**config.mk**
```make
export PLATFORM = sky130hd
export DESIGN_NAME = wb_arbiter2
export DESIGN_NICKNAME = d
export VERILOG_FILES = /design/src/rtl/wb_arbiter2.sv
export SDC_FILE = /design/constraint.sdc
export NUM_CORES = 1
export LEC_CHECK = 0
export CAP_MARGIN = 25
export CORE_AREA = 8 8 112 114
export DETAILED_ROUTE_END_ITERATION = 16
export DIE_AREA = 0 0 120 122
export GPL_ROUTABILITY_DRIVEN = 0
export PLACE_DENSITY = 0.7
export SYNTH_ARGS = -nofsm -noshare
export SYNTH_HDL_FRONTEND = slang
export SYNTH_SLANG_ARGS = --single-unit
```
**constraint.sdc**
```tcl
create_clock -name clk -period 1.25 [get_ports clk]
set_input_delay 0.1875 -clock clk [delete_from_list [all_inputs] [get_ports clk]]
set_output_delay 0.1875 -clock clk [all_outputs]
set_load 0.005 [all_outputs]
```
**src/rtl/wb_arbiter2.sv**
```systemverilog
// wb_arbiter2: two-master Wishbone classic arbiter, grant held for the whole cyc of the winner.
// Optional feature: define WB_ARB_ROUND_ROBIN_EN for round-robin tie breaking (default: master 1 wins ties).
module wb_arbiter2 #(
    parameter int ADDR_W = 32,
    parameter int DATA_W = 32
) (
    input  logic              clk,
    input  logic              rst,
    input  logic              en,
    input  logic              m0_cyc_i,
    input  logic              m0_stb_i,
    input  logic              m0_we_i,
    input  logic [ADDR_W-1:0] m0_adr_i,
    input  logic [DATA_W-1:0] m0_dat_i,
    output logic              m0_ack_o,
    output logic [DATA_W-1:0] m0_dat_o,
    input  logic              m1_cyc_i,
    input  logic              m1_stb_i,
    input  logic              m1_we_i,
    input  logic [ADDR_W-1:0] m1_adr_i,
    input  logic [DATA_W-1:0] m1_dat_i,
    output logic              m1_ack_o,
    output logic [DATA_W-1:0] m1_dat_o,
    output logic              s_cyc_o,
    output logic              s_stb_o,
    output logic              s_we_o,
    output logic [ADDR_W-1:0] s_adr_o,
    output logic [DATA_W-1:0] s_dat_o,
    input  logic              s_ack_i,
    input  logic [DATA_W-1:0] s_dat_i,
    output logic [1:0]        gnt_o
);
    typedef enum logic [1:0] {IDLE = 2'b00, GNT0 = 2'b01, GNT1 = 2'b10} state_t;
    state_t r_state;
    logic   r_last;
    logic   w_req0, w_req1, w_tie1, w_pick1, w_g0, w_g1;
    state_t w_arb;
    assign w_req0 = m0_cyc_i & m0_stb_i;
    assign w_req1 = m1_cyc_i & m1_stb_i;
`ifdef WB_ARB_ROUND_ROBIN_EN
    assign w_tie1 = ~r_last;
`else
    // last is still tracked in fixed-priority builds but never changes the outcome
    assign w_tie1 = 1'b1 | r_last;
`endif
    assign w_pick1 = w_req1 & (~w_req0 | w_tie1);
    assign w_arb   = w_pick1 ? GNT1 : w_req0 ? GNT0 : IDLE;
    assign w_g0    = r_state == GNT0;
    assign w_g1    = r_state == GNT1;
    assign gnt_o   = r_state;
    // grant FSM: arbitrate from IDLE, hold while the owner keeps cyc, hand over directly on release
    always_ff @(posedge clk) begin
        if (rst) begin
            r_state <= IDLE;
            r_last  <= 1'b1;
        end else if (en) begin
            case (r_state)
                GNT0: if (!m0_cyc_i) begin
                    r_state <= w_arb;
                    r_last  <= 1'b0;
                end
                GNT1: if (!m1_cyc_i) begin
                    r_state <= w_arb;
                    r_last  <= 1'b1;
                end
                default: r_state <= w_arb;
            endcase
        end
    end
    // slave-side mux and response routing follow the registered grant
    always_comb begin
        s_cyc_o  = w_g0 ? m0_cyc_i : w_g1 ? m1_cyc_i : 1'b0;
        s_stb_o  = w_g0 ? m0_stb_i : w_g1 ? m1_stb_i : 1'b0;
        s_we_o   = w_g0 ? m0_we_i  : w_g1 ? m1_we_i  : 1'b0;
        s_adr_o  = w_g0 ? m0_adr_i : w_g1 ? m1_adr_i : '0;
        s_dat_o  = w_g0 ? m0_dat_i : w_g1 ? m1_dat_i : '0;
        m0_ack_o = w_g0 & s_ack_i;
        m1_ack_o = w_g1 & s_ack_i;
        m0_dat_o = s_dat_i;
        m1_dat_o = s_dat_i;
    end
endmodule

```
==> flow_summary.json <==
{
  "crit_top_cell": "buf_12",
  "cp_data_arrival_time_ps": 1420,
  "critPathSlowestCell": "dfxtp_4",
  "rrSetupSlack_ps": -70,
  "worst_pin_slew_ps": 257,
  "rsz0062_at_grt": "true",
  "antenna_found_initial": 0,
  "crit_path_max_fanout": 11,
  "cp_cell_sequence": "nor2b_4 -> buf_12 -> buf_8 -> buf_12 -> a22o_1 -> buf_2",
  "reg2reg_depth": 6,
  "drc": 0,
  "first_iter_violations": 109,
  "cts-root-buf": "clkbuf_8",
  "ys_seq_area_frac": 0.0304,
  "use_met3": 0.0449,
  "skew_ps": 2.86,
  "clock_sink_count": 2,
  "wl_um": 10100,
  "required_ps": 1060,
  "leakage_nw": 1.47,
  "die_x_um": 120,
  "ys_warn_count": 0,
  "io_buffers": 208,
  "place_inst": 448,
  "final_cells": 469,
  "grt_overflow_total": 0,
  "areaGrowthSynthToFinish_pct": 142,
  "worstSetupPathType": "register to primary output",
  "fmax_mhz": 622,
  "vias": 1918,
  "setup_tns_ps": -19800,
  "min_from": "s_dat_i[9]",
  "final_common_cell": "clkdlybuf4s50_1",
  "num_rows": 38,
  "grt_usage": 0.127,
  "met2_usage": 0.238,
  "worstReg2RegEnd": "gnt_o[0]",
  "finalSetupViolCount": 70,
  "period_share": 1.29,
  "critPathCaptureType": "primary output",
  "core_um2": 10700,
  "status": "complete, but fails checks",
  "largest_reg_flops": 2,
  "maxCapViolCount": 0,
  "slew_viol_final": 0,
  "diodes": 0,
  "cts_buffer_depth": 2,
  "cts_tree": "done",
  "failed_checks": "setup timing",
  "grt_pass1_vias": 2261,
  "cts-buffers-inserted": 3,
  "htreeDepth": 1,
  "worst_slack_ps": -358,
  "clk_latency_ps": 210,
  "syn-num-nets": 335,
  "ys_ff_latch": 2,
  "hold_depth": 0,
  "grt_max_degree": 21,
  "hold_viol": 0,
  "die_h_um": 122,
  "hold_end": "m0_dat_o[9]",
  "synthCells": 165,
  "mostFrequentLayoutCells": "clkdlybuf4s50_1 (137), a22o_1 (67), buf_2 (67)",
  "ys_types": 17,
  "placed_cell_area_um2": 3130,
  "ant_nets": 0,
  "ir_drop_mv": 0.180,
  "viasPerCell": 4.09,
  "hp-class": "primary input to primary output",
  "powerDensity_nw_per_um2": 421,
  "r2r-start": "gnt_o[0]",
  "grt-busiest-layer": "met2",
  "synth_area_um2": 1320,
  "cp_top_family": "buffers and inverters",
  "drive_gt1_frac": 0.340,
  "hpwlAfterDp_um": 7850,
  "syn_area_per_cell_um2": 7.98,
  "initial_core_util": 0.123,
  "fin_nets": 501,
  "grt_util_met1": 0.133,
  "grt_pass1_wl_um": 14300,
  "critPathBufInv": 4,
  "finalInstanceArea_um2": 3180,
  "wire_per_inst_um": 21.6,
  "hold_buffers": 0,
  "post-route-min-period_ps": 1610,
  "worst_path_largest_cell_delay_ps": 340,
  "ios": 305,
  "start_kind": "register",
  "dr.pass1.iters": 4,
  "relSlewSlack": 0.827,
  "die_area_um2": 14600,
  "clk_pin_slew_worst_paths_ps": 30
}
synthesized netlist by cell type:
| cell | n | area (µm²) |
|---|---|---|
| a2111o_1 | 1 | 11.3 |
| buf_2 | 7 | 35.0 |
| nor2b_1 | 2 | 12.5 |
| o21ai_1 | 1 | 5.00 |
| o21ai_0 | 2 | 10.0 |
| a211oi_1 | 1 | 7.51 |
| and2_1 | 2 | 12.5 |
| a211o_1 | 1 | 8.76 |
| a21oi_1 | 1 | 5.00 |
| a22o_1 | 67 | 587 |
| nand2b_1 | 1 | 6.26 |
| buf_4 | 68 | 510 |
| nand2_1 | 1 | 3.75 |
| buf_6 | 4 | 45.0 |
| dfxtp_1 | 2 | 40.0 |
| clkbuf_2 | 1 | 5.00 |
| inv_1 | 3 | 11.3 |
worst max-delay path by stage:
| stage | from | to | slack [ps] | cells after the start |
|---|---|---|---|---|
| global placement | gnt_o[1] | s_dat_o[13] | -500 | 4 |
| floorplan | gnt_o[1] | s_dat_o[10] | 1 | 5 |
| CTS | gnt_o[1] | s_adr_o[26] | -420 | 7 |
| global route | gnt_o[1] | s_adr_o[9] | -400 | 6 |
| detailed placement | gnt_o[1] | s_dat_o[13] | -520 | 4 |
| finish | gnt_o[1] | s_dat_o[3] | -360 | 6 |
final cells by class:
cell class | count | area, µm²
Fill cell | 1130 | 7520
Timing Repair Buffer | 241 | 2210
Multi-Input combinational cell | 80 | 701
Tap cell | 140 | 175
Sequential cell | 2 | 45.0
Clock buffer | 3 | 41.3
Inverter | 3 | 11.3
cell families (layout without fill, tap and decap cells):
kind of cell | after synthesis | count (layout) | synth area share
DFF | 2 | 2 | 0.0304
AOI/OAI and AO/OA | 74 | 74 | 0.482
and+or+nand+nor | 6 | 6 | 0.0266
buffers and inverters | 83 | 247 | 0.461
report_power, final:
group	leakage, nW	switching [mW]	total, mW	internal, mW
Combinational	1.43	0.319	1.01	0.691
Sequential	0.0175	0.00424	0.0716	0.0673
Clock	0.0216	0.0535	0.257	0.204
layer usage:
layer / share of wire / vias to the layer above
li1: - / 886
met1: 0.37 / 879
met2: 0.53 / 133
met3: 0.088 / 20
met4: 0.0083 / 0
met5: 0 / -
what timing repair did:
item                                    4_1_cts  5_1_grt
setup buffers                                16        4
cloned                                        9        0
pin swaps                                    19       22
endpoints found under the setup margin       72       70
hold endpoints to repair                      0        0
gates resized for setup                     313        9
per-stage QoR:
stage	setup WS (ps)	total power, mW	hold slack, ps	utilization
after floorplan	1.43	0.464	346	-
after global placement	-502	1.07	375	0.293
after detailed placement	-517	1.08	375	0.293
after CTS	-416	1.41	375	0.311
after global routing	-400	1.42	375	0.297
final	-358	1.34	375	0.297
No activity file was read; power rests on OpenSTA's default activity.
